### src/rtl/snake_input_queue.sv
// rtl/snake_input_queue.sv - key edge detection, game state machine and turn FIFO for the snake core
module snake_input_queue #(
  parameter int DEPTH = 4,
  parameter logic [1:0] INIT_DIR = 2'b11
) (
  input  logic       clk,
  input  logic       reset,
  input  logic [1:0] key_direction_in,
  input  logic       key_direction_valid_in,
  input  logic       key_start_pause_in,
  input  logic       key_reset_in,
  input  logic       game_tick,
  output logic [1:0] heading,
  output logic       heading_update,
  output logic [1:0] game_state,
  output logic       game_reset_pulse,
  output logic [3:0] queue_count,
  output logic       overflow
);

  localparam int PW = (DEPTH <= 2) ? 1 : $clog2(DEPTH);
  localparam int SLOTS = 1 << PW;
  localparam logic [PW-1:0] LAST_PTR = PW'(DEPTH - 1);
  localparam logic [3:0] CNT_FULL = 4'(DEPTH);

  typedef enum logic [1:0] {
    ST_IDLE   = 2'b00,
    ST_RUN    = 2'b01,
    ST_PAUSED = 2'b10
  } state_t;

  state_t state;

  logic [1:0]    fifo [SLOTS];
  logic [PW-1:0] rd_ptr;
  logic [PW-1:0] wr_ptr;

  logic [1:0] dir_prev;
  logic       valid_prev;
  logic       sp_prev;
  logic       rst_prev;

  logic          dir_evt;
  logic          sp_evt;
  logic          rst_evt;
  logic [PW-1:0] tail_ptr;
  logic [1:0]    ref_dir;
  logic          legal;
  logic          do_pop;
  logic          do_push;
  logic          do_drop;

  // Level-to-event conversion relies on last cycle's copy of every key input
  always_ff @(posedge clk) begin
    if (!reset) begin
      dir_prev   <= 2'b00;
      valid_prev <= 1'b0;
      sp_prev    <= 1'b0;
      rst_prev   <= 1'b0;
    end else begin
      dir_prev   <= key_direction_in;
      valid_prev <= key_direction_valid_in;
      sp_prev    <= key_start_pause_in;
      rst_prev   <= key_reset_in;
    end
  end

  // Event detection and push/pop decisions, all from start-of-cycle state
  always_comb begin
    dir_evt  = key_direction_valid_in & (!valid_prev | (key_direction_in != dir_prev));
    sp_evt   = key_start_pause_in & !sp_prev;
    rst_evt  = key_reset_in & !rst_prev;
    tail_ptr = (wr_ptr == '0) ? LAST_PTR : wr_ptr - 1'b1;
    ref_dir  = (queue_count != 4'd0) ? fifo[tail_ptr] : heading;
    // A turn must change direction and must not reverse onto the snake's own body
    legal    = dir_evt && (state == ST_RUN) && (key_direction_in != ref_dir)
               && (key_direction_in != {ref_dir[1], ~ref_dir[0]});
    do_pop   = game_tick && (state == ST_RUN) && (queue_count != 4'd0);
    // A pop in the same cycle frees the slot the push needs
    do_push  = legal && ((queue_count != CNT_FULL) || do_pop);
    do_drop  = legal && (queue_count == CNT_FULL) && !do_pop;
  end

  // Game state machine, turn FIFO and registered outputs
  always_ff @(posedge clk) begin
    if (!reset) begin
      state            <= ST_IDLE;
      heading          <= INIT_DIR;
      heading_update   <= 1'b0;
      game_reset_pulse <= 1'b0;
      queue_count      <= 4'd0;
      overflow         <= 1'b0;
      rd_ptr           <= '0;
      wr_ptr           <= '0;
      for (int i = 0; i < SLOTS; i++) fifo[i] <= 2'b00;
    end else begin
      heading_update   <= 1'b0;
      game_reset_pulse <= 1'b0;
      if (rst_evt) begin
        state            <= ST_IDLE;
        heading          <= INIT_DIR;
        game_reset_pulse <= 1'b1;
        queue_count      <= 4'd0;
        overflow         <= 1'b0;
        rd_ptr           <= '0;
        wr_ptr           <= '0;
      end else begin
        if (sp_evt) begin
          case (state)
            ST_IDLE:   state <= ST_RUN;
            ST_RUN:    state <= ST_PAUSED;
            ST_PAUSED: state <= ST_RUN;
            default:   state <= ST_IDLE;
          endcase
        end
        if (do_pop) begin
          heading        <= fifo[rd_ptr];
          heading_update <= 1'b1;
          rd_ptr         <= (rd_ptr == LAST_PTR) ? '0 : rd_ptr + 1'b1;
        end
        if (do_push) begin
          fifo[wr_ptr] <= key_direction_in;
          wr_ptr       <= (wr_ptr == LAST_PTR) ? '0 : wr_ptr + 1'b1;
        end
        if (do_push && !do_pop) begin
          queue_count <= queue_count + 4'd1;
        end else if (do_pop && !do_push) begin
          queue_count <= queue_count - 4'd1;
        end
        if (do_drop) begin
          overflow <= 1'b1;
        end
      end
    end
  end

  assign game_state = state;

endmodule

### config.mk
export PLATFORM = sky130hd
export DESIGN_NAME = snake_input_queue
export DESIGN_NICKNAME = d
export VERILOG_FILES = /design/src/rtl/snake_input_queue.sv
export SDC_FILE = /design/constraint.sdc
export NUM_CORES = 1
export LEC_CHECK = 0
export ABC_AREA = 0
export BUFFER_PORTS_ARGS = -buffer_cell sky130_fd_sc_hd__buf_4
export CORE_MARGIN = 1
export CORE_UTILIZATION = 60
export CTS_CLUSTER_DIAMETER = 30
export DETAILED_ROUTE_END_ITERATION = 6
export PLACE_DENSITY = 0.84
export REMOVE_ABC_BUFFERS = 1
export SYNTH_ARGS = -nofsm -noshare
export SYNTH_HDL_FRONTEND = slang
export SYNTH_SLANG_ARGS = --single-unit
### constraint.sdc
create_clock -name clk -period 6.4 [get_ports clk]
set_input_delay 0 -clock clk [delete_from_list [all_inputs] [get_ports clk]]
set_output_delay 0 -clock clk [all_outputs]
set_load 0.01 [all_outputs]
==> results.json <==
{
  "areaGrowthSynthToFinish_pct": 21.8,
  "wirelength_um": 2700,
  "drc": 0,
  "status": "complete, no violations",
  "drtAntennaViolNets": 0,
  "wire_per_inst_um": 14.4,
  "layout_common_cells": "dfxtp_1, buf_4, nor2_1, nand2_1, dlygate4sd3_1",
  "grt_usage_pct": 24.9,
  "synth_top_cell_by_area": "dfxtp_1",
  "hold_class": "in -> reg",
  "overflow": 0,
  "cts_tree": "yes",
  "layout_commonest_cell": "dfxtp_1",
  "place_congestion": 0.890,
  "grt_start_max_net_pins": 17,
  "worst_slew_pin_slew_ps": 369,
  "post-route-util_pct": 81.1,
  "vias": 1030,
  "hold_violations": 0,
  "grt_pass1_vias": 958,
  "io_pins": 19,
  "synthFlopType": "dfxtp_1",
  "h-tree-depth": 1,
  "netlist_area_um2": 1370,
  "clk_latency_ps": 340,
  "path_class": "reg -> reg",
  "core_area_um2": 2060,
  "crit_fanout": 10,
  "cellPowerDensity_nw_per_um2": 204,
  "setup-tns-final_ps": 0,
  "clockBufferDepth": 2,
  "yosysUniqueCellTypes": 36,
  "timing.max_cap.violations": 0,
  "cts-resized-gates": 0,
  "async_flop_share_pct": 0,
  "synth_edf_count": 8,
  "syn_avg_cell_area_um2": 10.4,
  "cts_buffers": 3,
  "place_hpwl_um": 1960,
  "die_w_um": 49.8,
  "post-synth-top-area-fraction_pct": 29.2,
  "relSlewSlack_pct": 75.4,
  "drt-pass1-iter-count": 4,
  "cp-end-kind": "flip-flop",
  "antenna_cells": 0,
  "antenna_found_initial": 0,
  "arrival_ps": 3830,
  "yosysWarnings": 0,
  "fill_cells": 134,
  "initial_core_util_pct": 66.6,
  "dp_cells": 173,
  "rows": 16,
  "ys_ff_latch": 28,
  "p_leak_nw": 0.707,
  "final_cells": 187,
  "cp_data_required_time_ps": 6670,
  "vias_per_cell": 5.51,
  "post-route-period-util_pct": 55.5,
  "skew_ps": 5.90,
  "rsz0062_at_grt": "false",
  "cts_root_buf": "clkbuf_4",
  "max_freq_ghz": 0.281,
  "dieArea_um2": 2480,
  "synth_area_leaders": "dfxtp_1, edfxtp_1, ha_1",
  "numPortBuffers": 18,
  "grt_pass1_wl_um": 4510,
  "synth-seq-area-share_pct": 46.7,
  "finalMaxSlewViolations": 0,
  "layout.nets": 176,
  "drive_gt1_share_pct": 18.8,
  "start_kind": "flip-flop",
  "dr.first_iter.drc_count": 33,
  "setup_viol": 0,
  "dieHeight_um": 49.8,
  "ir_drop_mv": 0.206,
  "syn_inst": 132,
  "fin_crit_ps": 3550,
  "clock-sinks": 28,
  "clk_pin_slew_worst_paths_ps": 150
}
-- synthesized netlist by cell type (2+ instances only) --
library cell and n:
a21oi_1 6, and2_1 4, clkbuf_1 3, dfxtp_1 20
edfxtp_1 8, ha_1 6, inv_1 8, mux2i_1 7
mux4_2 3, nand2_1 11, nand2b_1 4, nand3b_1 2
nor2_1 13, nor2b_1 4, nor3_1 5, o21ai_0 4
xnor2_1 3, xor2_1 3
-- area by class of cell --
type | count | area [µm²] | area share, %
repair buffers | 28 | 235 | 14.1
clock buffers | 3 | 22.5 | 1.35
flip-flops and latches | 28 | 641 | 38.3
clock inverters | 1 | 30.0 | 1.80
multi-input cells | 92 | 679 | 40.6
inverters | 8 | 30.0 | 1.80
well taps | 27 | 33.8 | 2.02
-- critical path: stages, from the launching register on --
cell	delay (ps)
dfxtp_1	540
inv_1	110
ha_1	240
nor2b_4	110
mux4_2	530
mux2i_2	290
o21ba_4	230
ha_1	190
inv_1	90
ha_1	270
a21o_1	170
a21oi_1	180
xnor2_1	90
or3_1	300
a21oi_1	130
-- sequential cells by signal, summed over array words and instances (netlist names) --
signal	cells
rst_prev	1
dir_prev	2
queue_count	4
wr_ptr	2
sp_prev	1
game_reset_pulse	1
game_state	2
overflow	1
fifo	8
rd_ptr	2
heading	2
heading_update	1
valid_prev	1
-- report_power, final --
part           switching (W)  leakage (nW)  internal [W]
registers         0.00000310         0.245      0.000187
logic              0.0000164         0.434     0.0000183
clock network      0.0000526        0.0279     0.0000634
total              0.0000721         0.707      0.000269
-- per-layer routing --
layer,vias to the layer above,routed length [µm],global-route usage [%]
met3,7,95,6.48
li1,511,-,-
met4,0,48,7.14
met1,485,1160,30.5
met2,27,1390,42.6
met5,-,0,0
-- cells by family after synthesis --
group,count (synthesis),synth area share (%)
fa+ha+maj,7,6.93
compound gates,16,8.02
buf+inv,12,3.83
xor+xnor,6,3.83
simple gates,52,19.7
flops,28,46.7
mux,11,11.0
-- through the flow --
stage | power (W) | hold WS (ps) | worst slack (ps) | cell area [µm²]
floorplan | 0.000212 | 122 | 3160 | 1350
global placement | 0.000222 | 217 | 3070 | 1520
detailed placement | 0.000223 | 220 | 2900 | 1520
CTS | 0.000342 | 47.1 | 2860 | 1670
global route | 0.000354 | 50.1 | 2610 | 1670
finish | 0.000341 | 48.1 | 2850 | 1670
-- what timing repair did --
action,in CTS,in global routing
hold endpoints to repair,5,0
setup buffers,0,0
hold buffers,10,0
-- worst paths after layout --
path / from / to / slack, ps / depth (start not counted)
worst max-delay path: wr_ptr[0]$_SDFFE_PP0P_ / queue_count[3]$_SDFFE_PP0P_ / 2850 / 14
worst min register to register: rst_prev$_SDFF_PN0_ / game_reset_pulse$_SDFF_PN0_ / 410 / 1
worst max register to register: wr_ptr[0]$_SDFFE_PP0P_ / queue_count[3]$_SDFFE_PP0P_ / 2850 / 14
worst min-delay path: key_direction_in[0] / fifo[3][0]$_DFFE_PP_ / 50 / 3
Power figures use the tool's default switching activity.
